## src/rtl/beta_pkg.sv

```systemverilog
`default_nettype none
// +----------------------------------------------------------------------+
// | beta_pkg : opcodes, decoded-bundle types and legality check for the  |
// |            Beta decode stage.                     Revision: 1.0      |
// +----------------------------------------------------------------------+
package beta_pkg;

  localparam logic [5:0] OP_LD   = 6'h18;
  localparam logic [5:0] OP_ST   = 6'h19;
  localparam logic [5:0] OP_JMP  = 6'h1B;
  localparam logic [5:0] OP_BEQ  = 6'h1C;
  localparam logic [5:0] OP_BNE  = 6'h1D;
  localparam logic [5:0] OP_LDR  = 6'h1F;
  localparam logic [5:0] OP_ALU  = 6'h20;
  localparam logic [5:0] OP_ALUC = 6'h30;

  localparam logic [4:0] ILL_RC  = 5'd30;

  typedef enum logic [1:0] {
    WD_PC  = 2'd0,
    WD_ALU = 2'd1,
    WD_MEM = 2'd2
  } wdsel_t;

  typedef enum logic [1:0] {
    BR_NONE = 2'd0,
    BR_JMP  = 2'd1,
    BR_BEQ  = 2'd2,
    BR_BNE  = 2'd3
  } branch_t;

  typedef struct packed {
    logic [4:0]  ra;
    logic [4:0]  rb;
    logic [4:0]  rc;
    logic        reg_write;
    logic        reg_dst;
    logic [3:0]  alufn;
    logic        bsel;
    wdsel_t      wdsel;
    logic        mem_rd;
    logic        mem_wr;
    branch_t     branch;
    logic [31:0] lit;
    logic [31:0] pc;
    logic        illop;
  } dec_bundle_t;

  // The 0x20-0x3F block holds ALU and ALUC ops; function codes 7, B and F are unused there.
  function automatic logic is_legal(input logic [5:0] op);
    logic legal;
    legal = 1'b0;
    case (op)
      OP_LD, OP_ST, OP_JMP, OP_BEQ, OP_BNE, OP_LDR: legal = 1'b1;
      default: legal = op[5] && (op[3:0] != 4'h7) && (op[3:0] != 4'hB) && (op[3:0] != 4'hF);
    endcase
    return legal;
  endfunction

endpackage
`default_nettype wire

```

## src/rtl/beta_decode_if.sv

```systemverilog
`default_nettype none
// +----------------------------------------------------------------------+
// | beta_decode_if : instruction-in / decoded-bundle-out handshake bus.  |
// |                                                   Revision: 1.0      |
// +----------------------------------------------------------------------+
interface beta_decode_if;

  logic        flush;
  logic        in_valid;
  logic        in_ready;
  logic [31:0] instr;
  logic [31:0] pc_in;
  logic        out_valid;
  logic        out_ready;
  logic [4:0]  ra;
  logic [4:0]  rb;
  logic [4:0]  rc;
  logic        RegWrite;
  logic        RegDst;
  logic [3:0]  alufn;
  logic        bsel;
  logic [1:0]  wdsel;
  logic        mem_rd;
  logic        mem_wr;
  logic [1:0]  branch;
  logic [31:0] lit;
  logic [31:0] pc_out;
  logic        illop;

  modport master (
    output flush, in_valid, instr, pc_in, out_ready,
    input  in_ready, out_valid, ra, rb, rc, RegWrite, RegDst, alufn, bsel,
           wdsel, mem_rd, mem_wr, branch, lit, pc_out, illop
  );

  modport slave (
    input  flush, in_valid, instr, pc_in, out_ready,
    output in_ready, out_valid, ra, rb, rc, RegWrite, RegDst, alufn, bsel,
           wdsel, mem_rd, mem_wr, branch, lit, pc_out, illop
  );

endinterface
`default_nettype wire

```

## src/rtl/beta_skid_buf.sv

```systemverilog
`default_nettype none
// +----------------------------------------------------------------------+
// | beta_skid_buf : two-entry (main + skid) buffer with registered ready. |
// |                                                   Revision: 1.0      |
// +----------------------------------------------------------------------+
module beta_skid_buf #(
  parameter type T = logic [31:0]
) (
  input  wire logic clk,
  input  wire logic rst_n,
  input  wire logic flush,
  input  wire logic in_valid,
  output logic      in_ready,
  input  wire T     in_data,
  output logic      out_valid,
  input  wire logic out_ready,
  output T          out_data
);

  T     main_q, main_d;
  T     skid_q, skid_d;
  logic main_full_q, main_full_d;
  logic skid_full_q, skid_full_d;
  logic in_ready_q, in_ready_d;
  logic accept;
  logic deliver;

  assign accept  = in_valid && in_ready_q;
  assign deliver = main_full_q && out_ready;

  always_comb begin
    main_d      = main_q;
    skid_d      = skid_q;
    main_full_d = main_full_q;
    skid_full_d = skid_full_q;

    if (deliver) begin
      if (skid_full_q) begin
        main_d      = skid_q;
        skid_full_d = 1'b0;
      end else begin
        main_full_d = 1'b0;
      end
    end

    // Accept lands in whichever slot is free after this edge's delivery.
    if (accept) begin
      if (!main_full_d) begin
        main_d      = in_data;
        main_full_d = 1'b1;
      end else begin
        skid_d      = in_data;
        skid_full_d = 1'b1;
      end
    end

    if (flush) begin
      main_full_d = 1'b0;
      skid_full_d = 1'b0;
    end

    in_ready_d = !skid_full_d;
  end

  always_ff @(posedge clk or negedge rst_n) begin
    if (!rst_n) begin
      main_q      <= '0;
      skid_q      <= '0;
      main_full_q <= 1'b0;
      skid_full_q <= 1'b0;
      in_ready_q  <= 1'b1;
    end else begin
      main_q      <= main_d;
      skid_q      <= skid_d;
      main_full_q <= main_full_d;
      skid_full_q <= skid_full_d;
      in_ready_q  <= in_ready_d;
    end
  end

  assign in_ready  = in_ready_q;
  assign out_valid = main_full_q;
  assign out_data  = main_q;

endmodule
`default_nettype wire

```

## src/rtl/beta_decode.sv

```systemverilog
`default_nettype none
// +----------------------------------------------------------------------+
// | beta_decode : registered Beta instruction decode with skid buffer     |
// |               and saturating illegal-opcode counter.  Revision: 1.0  |
// +----------------------------------------------------------------------+
module beta_decode
  import beta_pkg::*;
#(
  parameter int CNT_W = 16
) (
  input  wire logic    clk,
  input  wire logic    rst_n,
  beta_decode_if.slave bus,
  output logic [CNT_W-1:0] ill_count
);

  function automatic dec_bundle_t decode(input logic [31:0] ins, input logic [31:0] pc);
    dec_bundle_t b;
    logic [5:0]  op;
    op          = ins[31:26];
    b           = '0;
    b.ra        = ins[20:16];
    b.rb        = ins[15:11];
    b.rc        = ins[25:21];
    b.lit       = {{16{ins[15]}}, ins[15:0]};
    b.pc        = pc;
    b.wdsel     = WD_PC;
    b.branch    = BR_NONE;
    b.reg_write = 1'b1;
    if (!is_legal(op)) begin
      // Illegal ops trap: write PC+4 into XP (R30).
      b.illop = 1'b1;
      b.rc    = ILL_RC;
    end else begin
      case (op)
        OP_LD: begin
          b.bsel   = 1'b1;
          b.wdsel  = WD_MEM;
          b.mem_rd = 1'b1;
        end
        OP_ST: begin
          b.reg_write = 1'b0;
          b.reg_dst   = 1'b1;
          b.bsel      = 1'b1;
          b.mem_wr    = 1'b1;
        end
        OP_JMP: b.branch = BR_JMP;
        OP_BEQ: b.branch = BR_BEQ;
        OP_BNE: b.branch = BR_BNE;
        OP_LDR: begin
          b.wdsel  = WD_MEM;
          b.mem_rd = 1'b1;
        end
        default: begin
          b.alufn = op[3:0];
          b.bsel  = op[4];
          b.wdsel = WD_ALU;
        end
      endcase
    end
    return b;
  endfunction

  dec_bundle_t dec;
  dec_bundle_t head;
  logic [CNT_W-1:0] ill_count_q, ill_count_d;

  assign dec = decode(bus.instr, bus.pc_in);

  beta_skid_buf #(
    .T (dec_bundle_t)
  ) u_skid (
    .clk       (clk),
    .rst_n     (rst_n),
    .flush     (bus.flush),
    .in_valid  (bus.in_valid),
    .in_ready  (bus.in_ready),
    .in_data   (dec),
    .out_valid (bus.out_valid),
    .out_ready (bus.out_ready),
    .out_data  (head)
  );

  always_comb begin
    ill_count_d = ill_count_q;
    if (bus.out_valid && bus.out_ready && head.illop && (ill_count_q != '1))
      ill_count_d = ill_count_q + CNT_W'(1);
  end

  always_ff @(posedge clk or negedge rst_n) begin
    if (!rst_n) ill_count_q <= '0;
    else        ill_count_q <= ill_count_d;
  end

  assign ill_count    = ill_count_q;
  assign bus.ra       = head.ra;
  assign bus.rb       = head.rb;
  assign bus.rc       = head.rc;
  assign bus.RegWrite = head.reg_write;
  assign bus.RegDst   = head.reg_dst;
  assign bus.alufn    = head.alufn;
  assign bus.bsel     = head.bsel;
  assign bus.wdsel    = head.wdsel;
  assign bus.mem_rd   = head.mem_rd;
  assign bus.mem_wr   = head.mem_wr;
  assign bus.branch   = head.branch;
  assign bus.lit      = head.lit;
  assign bus.pc_out   = head.pc;
  assign bus.illop    = head.illop;

endmodule
`default_nettype wire
```

## src/flat_wrapper.sv

```systemverilog
// flat-port wrapper written by rule: the top's interface ports become plain ports
module beta_decode_flat import beta_pkg::*;
#(
  parameter int CNT_W = 16
)
  (clk, rst_n, ill_count, bus_flush, bus_in_valid, bus_instr, bus_pc_in, bus_out_ready, bus_in_ready, bus_out_valid, bus_ra, bus_rb, bus_rc, bus_RegWrite, bus_RegDst, bus_alufn, bus_bsel, bus_wdsel, bus_mem_rd, bus_mem_wr, bus_branch, bus_lit, bus_pc_out, bus_illop);
  beta_decode_if bus_i ();
  input  wire logic clk;
  input  wire logic rst_n;
  output logic [CNT_W-1:0] ill_count;
  input wire logic [$bits(bus_i.flush)-1:0] bus_flush;
  input wire logic [$bits(bus_i.in_valid)-1:0] bus_in_valid;
  input wire logic [$bits(bus_i.instr)-1:0] bus_instr;
  input wire logic [$bits(bus_i.pc_in)-1:0] bus_pc_in;
  input wire logic [$bits(bus_i.out_ready)-1:0] bus_out_ready;
  output wire logic [$bits(bus_i.in_ready)-1:0] bus_in_ready;
  output wire logic [$bits(bus_i.out_valid)-1:0] bus_out_valid;
  output wire logic [$bits(bus_i.ra)-1:0] bus_ra;
  output wire logic [$bits(bus_i.rb)-1:0] bus_rb;
  output wire logic [$bits(bus_i.rc)-1:0] bus_rc;
  output wire logic [$bits(bus_i.RegWrite)-1:0] bus_RegWrite;
  output wire logic [$bits(bus_i.RegDst)-1:0] bus_RegDst;
  output wire logic [$bits(bus_i.alufn)-1:0] bus_alufn;
  output wire logic [$bits(bus_i.bsel)-1:0] bus_bsel;
  output wire logic [$bits(bus_i.wdsel)-1:0] bus_wdsel;
  output wire logic [$bits(bus_i.mem_rd)-1:0] bus_mem_rd;
  output wire logic [$bits(bus_i.mem_wr)-1:0] bus_mem_wr;
  output wire logic [$bits(bus_i.branch)-1:0] bus_branch;
  output wire logic [$bits(bus_i.lit)-1:0] bus_lit;
  output wire logic [$bits(bus_i.pc_out)-1:0] bus_pc_out;
  output wire logic [$bits(bus_i.illop)-1:0] bus_illop;
  assign bus_i.flush = bus_flush;
  assign bus_i.in_valid = bus_in_valid;
  assign bus_i.instr = bus_instr;
  assign bus_i.pc_in = bus_pc_in;
  assign bus_i.out_ready = bus_out_ready;
  assign bus_in_ready = bus_i.in_ready;
  assign bus_out_valid = bus_i.out_valid;
  assign bus_ra = bus_i.ra;
  assign bus_rb = bus_i.rb;
  assign bus_rc = bus_i.rc;
  assign bus_RegWrite = bus_i.RegWrite;
  assign bus_RegDst = bus_i.RegDst;
  assign bus_alufn = bus_i.alufn;
  assign bus_bsel = bus_i.bsel;
  assign bus_wdsel = bus_i.wdsel;
  assign bus_mem_rd = bus_i.mem_rd;
  assign bus_mem_wr = bus_i.mem_wr;
  assign bus_branch = bus_i.branch;
  assign bus_lit = bus_i.lit;
  assign bus_pc_out = bus_i.pc_out;
  assign bus_illop = bus_i.illop;
  beta_decode #(.CNT_W(CNT_W)) u_core (.clk(clk), .rst_n(rst_n), .bus(bus_i), .ill_count(ill_count));
endmodule
```

## config.mk

```make
export PLATFORM = sky130hd
export DESIGN_NAME = beta_decode_flat
export DESIGN_NICKNAME = d
export VERILOG_FILES = /design/src/rtl/beta_pkg.sv /design/src/rtl/beta_decode_if.sv /design/src/rtl/beta_skid_buf.sv /design/src/rtl/beta_decode.sv /design/src/flat_wrapper.sv
export SDC_FILE = /design/constraint.sdc
export NUM_CORES = 1
export LEC_CHECK = 0
export BUFFER_PORTS_ARGS = -buffer_cell sky130_fd_sc_hd__buf_2
export CAP_MARGIN = 20
export CELL_PAD_IN_SITES_DETAIL_PLACEMENT = 0
export CELL_PAD_IN_SITES_GLOBAL_PLACEMENT = 1
export CORE_MARGIN = 1
export CORE_UTILIZATION = 41
export CTS_CLUSTER_DIAMETER = 150
export DETAILED_ROUTE_END_ITERATION = 10
export PLACE_DENSITY = 0.88
export SLEW_MARGIN = 40
export SYNTH_ARGS = -nofsm -noshare
export SYNTH_HDL_FRONTEND = slang
export SYNTH_SLANG_ARGS = --single-unit
```

## constraint.sdc

```tcl
create_clock -name clk -period 2.1 [get_ports clk]
set_input_delay 0.105 -clock clk [delete_from_list [all_inputs] [get_ports clk]]
set_output_delay 0.105 -clock clk [all_outputs]
set_load 0.03 [all_outputs]
```

# Word-level counts from Yosys, hierarchy flattened
# Index checks and enable logic that the tools add are counted.
# totals
register_bits	189
input_bits	69
out_inout_bits	111
# classes
n_addsub	1
n_mux	23
n_eq_ne	10
n_reduce_logical	14
# op_table
cell	n
93-bit 2-to-1 mux	4
6-bit by 5-bit equality test with 1-bit output (second input constant)	6
16-bit by 1-bit adder with 16-bit output (second input constant)	1
16-bit inequality test (second input constant)	1
13-bit 2-to-1 mux	1
1-bit 2-to-1 mux	12
4-bit inequality test (second input constant)	2
4-bit OR reduction	2
1-bit logical AND	7
2-bit one-hot mux with 3 select lines	1
6-bit OR reduction	1
5-bit 2-to-1 mux	1
4-bit 2-to-1 mux	1
4-bit by 3-bit inequality test with 1-bit output (second input constant)	1
2-bit one-hot mux with 2 select lines	1
2-bit OR reduction	2
2-bit 2-to-1 mux	1
1-bit one-hot mux with 2 select lines	1
2-bit AND reduction	1
1-bit logical NOT	1

# Depth between registers and ports, before layout
# Gate-level depths: netlist (run 1).
# depth
depth_word	8
mapped_depth	7
ltp_nobuf	5

# By module
# A second synthesis (run 1) with hierarchy kept.
# hier_totals
cells_unflattened	634
area_unflattened_um2	8898.5
# modules_own_cells
mod	area_per_inst_um2	cells_each	seq_area_each_um2	n_inst
beta_skid_buf	7766.2	523	4730.8	1
beta_decode	1132.3	111	400.4	1

# Worst setup path after synthesis (run 1)
# OpenSTA, ideal clock, no wires.
# synth_timing
kind	reg2reg
startpoint	register u_core.ill_count_q[0] (netlist: u_core.ill_count[0])
endpoint	register u_core.ill_count_q[9] (netlist: u_core.ill_count[9])
n_path_buf	1
synth_period_minus_slack_ns	1.868
path_stages_with_launch	7
setup_ns	0.138
slack_ns	0.232
t_arrival_ns	1.730
path_cell_list	dfrtp_1 ha_1 and4_1 nor4bb_1 buf_2 nor4_1 xor2_1
# synth_via
elab_chain_cells	2
elab_cells_between_ends	3
# synth_rtl
item	line	rtl
from (decl)	beta_decode.sv:66	logic [CNT_W-1:0] ill_count_q, ill_count_d;
from (signal assigned)	beta_decode.sv:92	else ill_count_q <= ill_count_d;
parallel branches: the longest is 2 deep, another holds 16-bit by 1-bit adder with 16-bit output	n/a	
# Parallel ways; which one is timed is not known.
# A chain may end at the register's enable or synchronous reset.

# Worst setup path after layout (run 1)
# layout_timing
startpoint	register u_core.ill_count_q[0] (netlist: u_core.ill_count[0])
endpoint	register u_core.ill_count_q[1] (netlist: u_core.ill_count[1])
# Same word-level chain as after synthesis.

==> results of run 1 <==
==> final cells by class <==
type | instances | area [um2] | share of cell area
well taps | 229 | 286.5 | 0.02863
inverters | 3 | 11.26 | 0.001125
flip-flops and latches | 182 | 4556 | 0.4551
multi-input cells | 499 | 2816 | 0.2814
clock inverters | 8 | 100.1 | 0.01000
repair buffers | 263 | 1765 | 0.1764
clock buffers | 22 | 474.2 | 0.04738
==> worst max-delay path: stages, from the launching register on <==
cell and delay [ns]:
dfrtp_1 0.40, ha_1 0.20, and4_1 0.21, nor4bb_1 0.39, buf_4 0.23, nor2_1 0.07, mux2_2 0.27
==> logic make-up (layout without fill, tap and decap cells) <==
logic type	after synthesis	count (layout)
simple gates	288	288
flops	182	182
compound gates	136	136
mux	58	58
buf+inv	52	296
xor+xnor	16	16
fa+ha+maj	1	1
==> flip-flops by register name, summed over array words and instances (netlist names) <==
signal                     cells
u_core.ill_count              16
u_core.u_skid.skid_q          70
u_core.u_skid.out_valid        1
u_core.u_skid.out_data        93
u_core.u_skid.in_ready         1
u_core.u_skid.skid_full_q      1
==> what timing repair did <==
action / CTS / global route
endpoints found under the setup margin: 0 / 0
resized for setup: 0 / 0
endpoints found under the hold margin: 184 / 0
hold buffers: 62 / 0
==> synth_stat cells <==
| cell type | instances |
|---|---|
| nor2b_1 | 1 |
| mux2_2 | 58 |
| a21oi_1 | 57 |
| nand3_2 | 1 |
| a21o_1 | 3 |
| nor4bb_1 | 1 |
| buf_2 | 13 |
| o2111ai_1 | 1 |
| a31o_2 | 1 |
| and4_1 | 1 |
| a211oi_1 | 1 |
| nand4b_1 | 1 |
| nor3_1 | 5 |
| nand4_1 | 6 |
| xnor2_1 | 1 |
| nand2_1 | 184 |
| nor3_2 | 2 |
| buf_4 | 1 |
| nor4_1 | 2 |
| o21ai_0 | 14 |
| dfstp_2 | 1 |
| and3_1 | 9 |
| nor3b_1 | 2 |
| dfrtp_1 | 181 |
| or3_1 | 2 |
| xor2_1 | 15 |
| clkbuf_1 | 34 |
| nand3_1 | 4 |
| buf_1 | 1 |
| or2_2 | 1 |
| ha_1 | 1 |
| inv_1 | 3 |
| a31oi_1 | 56 |
| or4_4 | 1 |
| nor2_1 | 61 |
| nand3b_1 | 1 |
| nand2b_1 | 2 |
| and2_1 | 1 |
| a21bo_2 | 1 |
| a2bb2oi_1 | 1 |
| o21a_1 | 1 |
==> per-stage QoR <==
stage	area (um2)	instances	utilization
6_report	10010	1206	0.5553
4_1_cts	10010	1206	0.5553
2_1_floorplan	7562	733	-
3_3_place_gp	8815	1114	0.4890
3_5_place_dp	8815	1114	0.4890
5_1_grt	10010	1206	0.5553
==> where the power goes <==
| group | switching (mW) | internal (mW) | leakage [nW] | total (mW) |
|---|---|---|---|---|
| Combinational | 1.29 | 0.816 | 2.41 | 2.11 |
| Sequential | 0.352 | 4.14 | 2.14 | 4.50 |
| Clock | 1.28 | 1.83 | 0.282 | 3.12 |
| Total | 2.93 | 6.79 | 4.84 | 9.72 |
==> per-layer routing <==
metal	track usage	up-vias
met4	0.06099	0
met3	0.04930	15
li1	-	2966
met2	0.3222	155
met1	0.2601	3023
met5	0	-
==> how the worst max path moves through the flow <==
stage,start,slack [ns],cells past startpoint,endpoint
2_1_floorplan,u_core.ill_count[0]$_DFFE_PN0P_,0.23,6,u_core.ill_count[9]$_DFFE_PN0P_
5_1_grt,u_core.ill_count[0]$_DFFE_PN0P_,0.1,6,u_core.ill_count[1]$_DFFE_PN0P_
3_5_place_dp,u_core.ill_count[0]$_DFFE_PN0P_,0.26,6,u_core.ill_count[1]$_DFFE_PN0P_
4_1_cts,u_core.ill_count[0]$_DFFE_PN0P_,0.23,6,u_core.ill_count[1]$_DFFE_PN0P_
6_report,u_core.ill_count[0]$_DFFE_PN0P_,0.22,6,u_core.ill_count[1]$_DFFE_PN0P_
3_3_place_gp,u_core.ill_count[0]$_DFFE_PN0P_,0.30,6,u_core.ill_count[1]$_DFFE_PN0P_
==> impl_metrics.tcl, run 1 <==
set metrics [dict create \
    row_count 49 \
    fin_tns_setup_ns 0 \
    drt_iter0_drc 248 \
    ir_drop_mv 0.5572 \
    synthSimpleGateAreaFrac 0.1595 \
    path_max_fanout 8 \
    clock_path_buffers 2 \
    wirelength_mm 18.35 \
    syn_inst 733 \
    power_mw 9.723 \
    grt_antenna_before_repair 0 \
    yosysWarnings 0 \
    yosysUniqueCellTypes 41 \
    final_common_cell "nand2_1" \
    die_w_um 137.8 \
    r2r-start "u_core.ill_count[0]$_DFFE_PN0P_" \
    fin_hold_ws_ns 0.04975 \
    clkTransAtPathRegs_ns 0.06 \
    numCtsBuffers 17 \
    hold_viol 0 \
    min_period_ns 1.880 \
    tightest_slew_ns 0.5621 \
    drive_gt1_frac 0.3060 \
    synth_seq_cells 182 \
    initial_core_util 0.4195 \
    synth_compound_area_frac 0.1031 \
    cellPowerDensity_nw_per_um2 971.3 \
    num_antenna_cells 0 \
    ff2ff_setup_slack_ns 0.22 \
    cts_tree "done" \
    dr_wl_met3_mm 1.062 \
    grt_usage 0.1982 \
    cp-start-kind "flop" \
    min_path_type "input port to flop" \
    synth_top_area_frac 0.5989 \
    hold-path-endpoint "u_core.u_skid.skid_q[74]$_DFFE_PN0P_" \
    synthAdderAreaFrac 0.001655 \
    highest_layer "met4" \
    syn_area_um2 7562 \
    synth_area_leaders "dfrtp_1, nand2_1, mux2_2" \
    holdCritStartpoint "bus_instr[28]" \
    place_ws_ns 0.2620 \
    cp-end-kind "flop" \
    wl_met1_mm 8.374 \
    synth_top_family_by_area "simple AND/OR/NAND/NOR gates" \
    slew_headroom 0.6253 \
    synthMuxAreaShare 0.08637 \
    setup_viol 0 \
    grt_pass1_vias 5944 \
    min_delay_path_depth 3 \
    vias_per_cell 5.107 \
    setup_slack_ns 0.2198 \
    p_leak_nw 4.839 \
    crit_arrival_ns 2.18 \
    synth_area_per_cell_um2 10.32 \
    drv_slew 0 \
    die_y_um 137.8 \
    outcome "finished, final reports clean" \
    hpwl_mm 11.47 \
    core_area_um2 18020 \
    fillerInstances 1634 \
    vias 6159 \
    yosys.area.top_type "dfrtp_1" \
    grt_overflow_total 0 \
    cap_viol_max_count 0 \
    grt_max_degree 66 \
    ant_nets 0 \
    syn_nets 803 \
    clock-sinks 182 \
    postCtsSetupBuffers 0 \
    dieArea_um2 18990 \
    place_congestion 0.7657 \
    period_share 0.8953 \
    layout.nets 1036 \
    pin_count 180 \
    regToRegEndpoint "u_core.ill_count[1]$_DFFE_PN0P_" \
    yosysSeqAreaShare 0.6024 \
    met2_length_mm 8.695 \
    grt_pass1_wl_mm 29.26 \
    synth_xor_area_frac 0.01853 \
    ff2ff_path_depth 6 \
    grt_setup_unrepaired "no" \
    wl_per_cell_um 15.21 \
    clock_latency_ns 0.42 \
    fmax_ghz 0.5319 \
    fin_skew_ns 0.008407 \
    cp.required_ns 2.40 \
    cts_root_buf "clkbuf_16" \
    syn_to_final_growth_pct 32.36 \
    first_pass_iters 4 \
    layout_common_cells "nand2_1, dfrtp_1, buf_2" \
    h-tree-depth 4 \
    drc 0 \
    worstSetupPathType "flop to flop" \
    io_buffers 179 \
]
Power figures use the tool's default switching activity.
==> run 2, diff against run 1 <==
- CORE_UTILIZATION: 41 -> 30
- PLACE_DENSITY: 0.88 -> 0.7
==> run 2 against run 1 <==
  * Count of clock-buffer cells in the layout fell by 4
  * Non-clock buffer count unchanged
  * Sequential share of layout area fell by 0.88 points
  * Register-to-register slack gained 0.03 ns
  * Wire length rose by 6.5%
  * Core utilization shrank 14 points
  * Fmax rose by 1.8%
  * Largest power group unchanged
  * Flip-flop and latch count unchanged
  * Via count fell by 1.9%
  * Largest cell class unchanged
  * Clock skew up 0.0031 ns
  * Design area rose by 2.0%
==> impl_metrics.tcl, run 2 (synthesis results as in run 1) <==
set metrics [dict create \
    grt_usage 0.1583 \
    layout.nets 1036 \
    grt_setup_unrepaired "no" \
    vias_per_cell 4.638 \
    p_leak_nw 4.879 \
    regToRegEndpoint "u_core.ill_count[1]$_DFFE_PN0P_" \
    drive_gt1_frac 0.3098 \
    wl_per_cell_um 15.00 \
    slowest_delay_ns 0.40 \
    row_count 57 \
    grt_pass1_wl_mm 32.33 \
    layout_common_cells "nand2_1, dfrtp_1, buf_2" \
    clock_latency_ns 0.42 \
    die_w_um 160.8 \
    crit_arrival_ns 2.15 \
    syn_to_final_growth_pct 34.98 \
    globalRouteMet2Util 0.2507 \
    power_mw 10.20 \
    slew_headroom 0.6448 \
    cts_root_buf "clkbuf_16" \
    setup_slack_ns 0.2537 \
    ff2ff_setup_slack_ns 0.25 \
    use_met1 0.2128 \
    critPathTopFamily "simple AND/OR/NAND/NOR gates" \
    r2r-start "u_core.ill_count[0]$_DFFE_PN0P_" \
    min_delay_path_depth 3 \
    grt_max_degree 85 \
    place_ws_ns 0.2555 \
    tightest_slew_ns 0.5328 \
    dieArea_um2 25850 \
    hpwl_mm 12.52 \
    vias 6039 \
    busiest_layer "met2" \
    ant_nets 0 \
    postCtsSetupBuffers 0 \
    h-tree-depth 4 \
    setup_viol 0 \
    cp_num_buf_inv 1 \
    cts_resized 0 \
    ff2ff_path_depth 6 \
    path_max_fanout 8 \
    cellPowerDensity_nw_per_um2 998.9 \
    fin_tns_setup_ns 0 \
    startpoint "u_core.ill_count[0]$_DFFE_PN0P_" \
    dpl_cell_area_um2 8941 \
    pin_count 180 \
    cp_num_cells 6 \
    place_congestion 0.7578 \
    outcome "finished, final reports clean" \
    cp-end-kind "flop" \
    wirelength_mm 19.54 \
    first_pass_iters 4 \
    cts_tree "done" \
    period_share 0.8792 \
    numCtsBuffers 17 \
    final_common_cell "nand2_1" \
    die_y_um 160.8 \
    min_period_ns 1.846 \
    worstSetupPathType "flop to flop" \
    fin_skew_ns 0.01150 \
    grt_pass1_vias 6082 \
    ir_drop_mv 0.4602 \
    largest_register_ffs 93 \
    crit_path_end "u_core.ill_count[1]$_DFFE_PN0P_" \
    hold_viol 0 \
    cts_hold_buf 61 \
    grtUsageMet3 0.04416 \
    grt_overflow_total 0 \
    clock_path_buffers 2 \
    cp-start-kind "flop" \
    drv_slew 0 \
    num_antenna_cells 0 \
    drc 0 \
    fillerInstances 2426 \
    clkTransAtPathRegs_ns 0.07 \
    path_cells "ha_1 -> and4_1 -> nor4bb_1 -> buf_4 -> nor2_1 -> mux2_2" \
    min_path_type "input port to flop" \
    final_area_um2 10210 \
    cp.required_ns 2.41 \
    grt_antenna_before_repair 0 \
    core_area_um2 24530 \
    clock-sinks 182 \
    drt_iter0_drc 382 \
    io_buffers 179 \
    initial_core_util 0.3082 \
    cap_viol_max_count 0 \
    critical_path.slowest_cell "dfrtp_1" \
    fmax_ghz 0.5416 \
]
run 2: cell count changes in the layout (fill, tap and decap cells not counted):
cell / before / now
dlygate4sd3_1: 62 / 61
clkinv_4: 2 / 0
clkbuf_1: 2 / 0
clkinv_2: 3 / 2
buf_4: 16 / 17
clkbuf_8: 4 / 2
inv_8: 0 / 2
bufinv_16: 2 / 5
inv_6: 0 / 3
run 2: metal layers:
| layer | part of all wire | vias up |
|---|---|---|
| li1 | - | 2954 |
| met3 | 0.054 | 12 |
| met2 | 0.45 | 133 |
| met5 | 0 | - |
| met1 | 0.48 | 2940 |
| met4 | 0.0089 | 0 |
run 2: worst min-delay path by stage:
stage / startpoint / to
final: bus_instr[27] / u_core.u_skid.skid_q[73]$_DFFE_PN0P_
after CTS: bus_instr[27] / u_core.u_skid.skid_q[73]$_DFFE_PN0P_
after floorplan: rst_n / u_core.ill_count[0]$_DFFE_PN0P_
after global routing: bus_instr[27] / u_core.u_skid.skid_q[73]$_DFFE_PN0P_
after detailed placement: rst_n / u_core.ill_count[6]$_DFFE_PN0P_
after global placement: rst_n / u_core.ill_count[6]$_DFFE_PN0P_
run 2: where the power goes:
group	switching, mW	total [mW]	internal, mW	leakage, nW
clock	1.41	3.58	2.16	0.321
combinational	1.31	2.14	0.828	2.41
sequential	0.338	4.48	4.14	2.14
run 2: through the flow:
| stage | std cells | utilization | hold WS, ns |
|---|---|---|---|
| CTS | 1302 | 0.4161 | 0.008803 |
| global route | 1302 | 0.4161 | 0.02909 |
| floorplan | 733 | - | -0.1906 |
| detailed placement | 1210 | 0.3644 | 0.1227 |
| global placement | 1210 | 0.3644 | 0.1276 |
| finish | 1302 | 0.4161 | 0.02797 |
run 2: area by class of cell:
class / count / area [um2] / area share
clock buffer: 18 / 439.2 / 0.04303
clock inverter: 13 / 216.5 / 0.02121
inverter: 3 / 11.26 / 0.001103
multi-input combinational: 499 / 2816 / 0.2759
sequential: 182 / 4556 / 0.4463
tap: 324 / 405.4 / 0.03972
timing repair buffer: 263 / 1763 / 0.1727
run 2: worst reg2reg max path, stage by stage (launching register included):
cell,delay (ns)
dfrtp_1,0.40
ha_1,0.19
and4_1,0.22
nor4bb_1,0.36
buf_4,0.22
nor2_1,0.07
mux2_2,0.27
